File: config.mk
export PLATFORM = sky130hd
export DESIGN_NAME = uart_tx_arbiter
export DESIGN_NICKNAME = d
export VERILOG_FILES = /design/src/rtl/uart_arb_pkg.sv /design/src/rtl/rr_arbiter.sv /design/src/rtl/uart_tx_arbiter.sv
export SDC_FILE = /design/constraint.sdc
export NUM_CORES = 1
export LEC_CHECK = 0
export ABC_AREA = 1
export CAP_MARGIN = 20
export CELL_PAD_IN_SITES_DETAIL_PLACEMENT = 0
export CELL_PAD_IN_SITES_GLOBAL_PLACEMENT = 2
export CORE_MARGIN = 2
export CORE_UTILIZATION = 18
export DETAILED_ROUTE_END_ITERATION = 12
export GPL_ROUTABILITY_DRIVEN = 0
export PLACE_DENSITY = 0.89
export SKIP_CTS_REPAIR_TIMING = 1
export SYNTH_ARGS = -nofsm -noshare
export SYNTH_HDL_FRONTEND = slang
export SYNTH_SLANG_ARGS = --single-unit
export TNS_END_PERCENT = 50
File: constraint.sdc
create_clock -name clk_i -period 3 [get_ports clk_i]
set_clock_uncertainty 0.2 [all_clocks]
set_input_delay 0.45 -clock clk_i [delete_from_list [all_inputs] [get_ports clk_i]]
set_output_delay 0.45 -clock clk_i [all_outputs]
set_load 0.02 [all_outputs]
File: src/rtl/uart_arb_pkg.sv
// Shared types and constants for the UART transmit arbiter.
// State encoding, UART register map and status bit index.
package uart_arb_pkg;

    typedef enum logic [2:0] {
        S_RST   = 3'd0,
        S_INIT  = 3'd1,
        S_IDLE  = 3'd2,
        S_POLL  = 3'd3,
        S_CHECK = 3'd4,
        S_WRITE = 3'd5
    } state_t;

    localparam logic [1:0] UART_ODR = 2'd0;
    localparam logic [1:0] UART_IDR = 2'd1;
    localparam logic [1:0] UART_BSR = 2'd2;
    localparam logic [1:0] UART_SR  = 2'd3;

    localparam int SR_BUSY = 0;

endpackage

File: src/rtl/rr_arbiter.sv
// Combinational round-robin arbiter: search starts one past ptr_i.
// Ports: req_i, ptr_i, mask_i (lock mask) in; one-hot grant_o out.
module rr_arbiter #(
    parameter int N  = 4,
    parameter int PW = $clog2(N)
) (
    input  logic [N-1:0]  req_i,
    input  logic [PW-1:0] ptr_i,
    input  logic [N-1:0]  mask_i,
    output logic [N-1:0]  grant_o
);

    logic [PW-1:0] idx;
    logic          found;

    always_comb begin
        grant_o = '0;
        found   = 1'b0;
        idx     = '0;
        for (int i = 1; i <= N; i++) begin
            idx = PW'((int'(ptr_i) + i) % N);
            if (!found && req_i[idx] && mask_i[idx]) begin
                grant_o[idx] = 1'b1;
                found        = 1'b1;
            end
        end
    end

endmodule

File: src/rtl/uart_tx_arbiter.sv
// Shares one UART transmitter among NUM_REQ byte requesters, round-robin.
// Ports: clk_i/rst_i; req_valid_i/req_data_i/req_last_i in, req_ready_o,
// grant_o, busy_o out; UART bus uart_sel_o/we_o/addr_o/data_o, uart_data_i.
// Optional macro UART_ARB_LOCK_EN: hold the grant until req_last_i.
module uart_tx_arbiter #(
    parameter int          NUM_REQ  = 4,
    parameter logic [31:0] BAUD_DIV = 32'd2
) (
    input  logic                 clk_i,
    input  logic                 rst_i,
    input  logic [NUM_REQ-1:0]   req_valid_i,
    input  logic [8*NUM_REQ-1:0] req_data_i,
    input  logic [NUM_REQ-1:0]   req_last_i,
    output logic [NUM_REQ-1:0]   req_ready_o,
    output logic [NUM_REQ-1:0]   grant_o,
    output logic                 busy_o,
    output logic                 uart_sel_o,
    output logic                 uart_we_o,
    output logic [1:0]           uart_addr_o,
    output logic [31:0]          uart_data_o,
    input  logic [31:0]          uart_data_i
);

    import uart_arb_pkg::*;

    localparam int PW = $clog2(NUM_REQ);

    state_t               state;
    state_t               state_nx;
    logic [PW-1:0]        ptr;
    logic [PW-1:0]        cur_idx;
    logic [PW-1:0]        win_idx;
    logic [7:0]           byte_q;
    logic [NUM_REQ-1:0]   win;
    logic [NUM_REQ-1:0]   mask;
    logic                 accept;
    logic                 unused_bits;

    rr_arbiter #(
        .N  (NUM_REQ),
        .PW (PW)
    ) u_rr (
        .req_i   (req_valid_i),
        .ptr_i   (ptr),
        .mask_i  (mask),
        .grant_o (win)
    );

    always_comb begin
        win_idx = '0;
        for (int i = 0; i < NUM_REQ; i++) begin
            if (win[i]) win_idx = PW'(i);
        end
    end

    assign accept      = (state == S_IDLE) && (|win);
    assign req_ready_o = (state == S_IDLE) ? win : '0;
    assign busy_o      = (state != S_IDLE);

`ifdef UART_ARB_LOCK_EN
    // cur_idx still names the lock owner: it only changes on acceptance.
    logic lock_q;

    always_ff @(posedge clk_i) begin
        if (rst_i) begin
            lock_q <= 1'b0;
        end else if (accept) begin
            lock_q <= ~req_last_i[win_idx];
        end
    end

    assign mask        = lock_q ? (NUM_REQ'(1) << cur_idx) : '1;
    assign unused_bits = ^uart_data_i[31:1];
`else
    assign mask        = '1;
    assign unused_bits = ^{uart_data_i[31:1], req_last_i};
`endif

    always_comb begin
        state_nx = state;
        unique case (state)
            S_RST:   state_nx = S_INIT;
            S_INIT:  state_nx = S_IDLE;
            S_IDLE:  state_nx = accept ? S_POLL : S_IDLE;
            S_POLL:  state_nx = S_CHECK;
            S_CHECK: state_nx = uart_data_i[SR_BUSY] ? S_POLL : S_WRITE;
            S_WRITE: state_nx = S_IDLE;
            default: state_nx = S_RST;
        endcase
    end

    always_ff @(posedge clk_i) begin
        if (rst_i) begin
            state   <= S_RST;
            ptr     <= PW'(NUM_REQ - 1);
            cur_idx <= '0;
            byte_q  <= '0;
            grant_o <= '0;
        end else begin
            state <= state_nx;
            if (accept) begin
                byte_q  <= req_data_i[8*win_idx +: 8];
                cur_idx <= win_idx;
                grant_o <= win;
            end
            if (state == S_WRITE) begin
                grant_o <= '0;
                ptr     <= cur_idx;
            end
        end
    end

    always_comb begin
        uart_sel_o  = 1'b0;
        uart_we_o   = 1'b0;
        uart_addr_o = '0;
        uart_data_o = '0;
        unique case (state)
            S_INIT: begin
                uart_sel_o  = 1'b1;
                uart_we_o   = 1'b1;
                uart_addr_o = UART_BSR;
                uart_data_o = BAUD_DIV;
            end
            S_POLL: begin
                uart_sel_o  = 1'b1;
                uart_addr_o = UART_SR;
            end
            S_WRITE: begin
                uart_sel_o  = 1'b1;
                uart_we_o   = 1'b1;
                uart_addr_o = UART_ODR;
                uart_data_o = {24'h0, byte_q};
            end
            default: ;
        endcase
    end

endmodule

==> results <==
-- stage by stage --
step	utilization	hold slack [ns]	TNS, ns
after floorplan	-	0.233	0
after global placement	0.256	0.258	-0.652
after detailed placement	0.256	0.264	-0.566
after CTS	0.261	0.275	-0.914
after global routing	0.260	0.313	-0.0242
final	0.260	0.271	0
-- metal layers --
layer  up-vias  track usage
li1       1082            -
met1       887        0.119
met2        44        0.150
met3         2       0.0108
met4         0       0.0247
met5         -            0
-- flip-flops by register name (all words and copies together), names as in the netlist --
register  flops
byte_q        8
cur_idx       2
grant_o       4
ptr           2
state         3
-- cell usage after synthesis --
master,count
nor4_1,1
buf_4,25
a31oi_1,1
inv_2,4
o21ai_2,1
nand2_2,9
nand2_8,1
buf_12,1
o21ai_1,1
ha_1,8
nor2_8,1
conb_1,1
nand3_4,1
and2_1,1
o211ai_1,2
inv_1,60
nor2_2,1
nand3_1,33
nand2_4,4
dfxtp_1,19
buf_2,1
nand2_1,76
nor2_4,3
nor2_1,52
nand3_2,10
a21oi_1,7
o21a_1,1
-- power groups by stage --
stage                     Clock, W  Combinational (W)  Sequential [W]
after global routing      0.000202           0.000457        0.000295
after detailed placement         0           0.000412        0.000298
after global placement           0           0.000412        0.000297
after CTS                 0.000190           0.000414        0.000292
final                     0.000184           0.000409        0.000292
after floorplan                  0           0.000287        0.000297
-- final timing paths --
path	from	to	slack [ns]	depth (start not counted)
worst max-delay path	ptr[0]	req_ready_o[0]	0.23	11
worst min-delay path	cur_idx[1]	cur_idx[1]	0.27	2
worst max register to register	ptr[1]	byte_q[6]	0.35	20
worst min register to register	cur_idx[1]	cur_idx[1]	0.27	2
-- critical path, delay by kind of cell (launching register included) --
kind | cells | cell delay (ns)
adders and majority gates | 1 | 0.33
buffers and inverters | 3 | 0.40
DFF | 1 | 0.35
and+or+nand+nor | 7 | 0.78
-- cells by family after synthesis --
family / count (synthesis) / synth area share
adder cells (fa/ha/maj): 8 / 0.0508
AO/OA/AOI/OAI: 13 / 0.0393
other: 1 / 0.00190
flip-flops: 19 / 0.193
buffers and inverters: 91 / 0.230
AND/OR/NAND/NOR: 193 / 0.485
-- layout make-up --
cell class / instances / area share
repair buffers: 78 / 0.258
multi-input cells: 238 / 0.440
flip-flops and latches: 19 / 0.136
inverters: 64 / 0.0860
clock buffers: 3 / 0.0148
clock inverters: 1 / 0.00269
well taps: 140 / 0.0627
==> flow_summary.toml <==
[routing]
highest_layer = "met4"
drc = 0
wl_mm = 5.34
route.met2.wl_mm = 2.61
avgRoutedWirePerCell_um = 9.83
first_pass_iters = 6
drt_iter0_markers = 83
via_per_inst = 3.71
final_antenna_net_count = 0
wl_met1_mm = 2.51
dr_wl_met3_um = 212
vias = 2015

[power]
finalPower_w = 0.000885
clkPwrFrac = 0.208
irDropWorstVdd_mv = 0.148
powerDensity_nw_per_um2 = 317
comb_power_share = 0.462
p_sw_frac = 0.386
p_leak_nw = 1.47
seqPwrFrac = 0.330
internal_power_w = 0.000544
p_sw_w = 0.000341

[yosys]
synth_top_area_share = 0.193
synth.largest_area_cell = "dfxtp_1"
synthTopCellsByArea = "dfxtp_1 (19%), nand2_1 (14%), inv_1 (11%)"
synthCells = 325
seq_area_frac_synth = 0.193
yosys_warnings = 0
yosys.cell_types.count = 27
synth.avg_cell_area_um2 = 6.07
ys_ff_latch = 19
synthesis.area_um2 = 1970

[setup_path]
crit_path_end_kind = "output port"
crit_type = "reg2out"
critPathRequiredTime_ns = 2.35
start_kind = "flip-flop"
cpMaxStageDelayCell = "dfxtp_1"
cp.arrival_ns = 2.12
crit_chain = "inv_2 > ha_1 > inv_1 > nand3_1 > nand2_1 > nand2_1 > nor2_4 > and2_1 > nor2_1 > nor2_1 > dlymetal6s2s_1"
critPathMaxStageDelay_ns = 0.35
critPathMaxFanout = 4

[clocking]
cts_made_buffers = 3
cts_tree = "yes"
clk_pin_slew_ns = 0.08
cts-root-buf = "clkbuf_8"
cts_num_sinks = 19
htreeDepth = 1
clock_latency_ns = 0.26
cts_max_path_buffers = 2

[sta]
final.min_clock_period_ns = 2.77
rsz0062_at_grt = "true"
fin_ws_ns = 0.226
final-setup-viol-count = 0
fin_crit_sh = 0.925
slew_viol_final = 0
max_freq_mhz = 360
hold_viol = 0

[layout]
ff_latch_area_um2 = 380
antennaDiodeCount = 0
layout_common_cells = "nand2_1 (76), inv_1 (60), clkdlybuf4s50_1 (55)"
final_nets = 486
final_area_um2 = 2790
mostFrequentLayoutCell = "nand2_1"
area_growth_syn_to_layout_pct = 41.6
multiInputGateArea_um2 = 1230
drive_gt1_frac = 0.154
fillCellCount = 1235
final-instance-count-excl-fill = 543

[floorplan]
die_w_um = 109
die_h_um = 109
start_util = 0.184
die-area_um2 = 11800
core_um2 = 10700
ios = 119
num_rows = 38

[global_routing]
antenna_found_initial = 0
grt_pass1_vias = 1846
grt_max_degree = 19
overflow = 0
grt_pass1_wl_mm = 8.40
gr-usage-all-layers = 0.0887

[placed_design]
dp_hpwl_mm = 4.44
place_ws_ns = -0.160
place_inst = 539
io_buffers = 59
place_area_um2 = 2750

[flow_run]
max_cap_violations = 0

[worst_hold_path]
hold_class = "reg2reg"

[run_status]
status = "finished, final reports clean"
No activity file was read; power rests on OpenSTA's default activity.
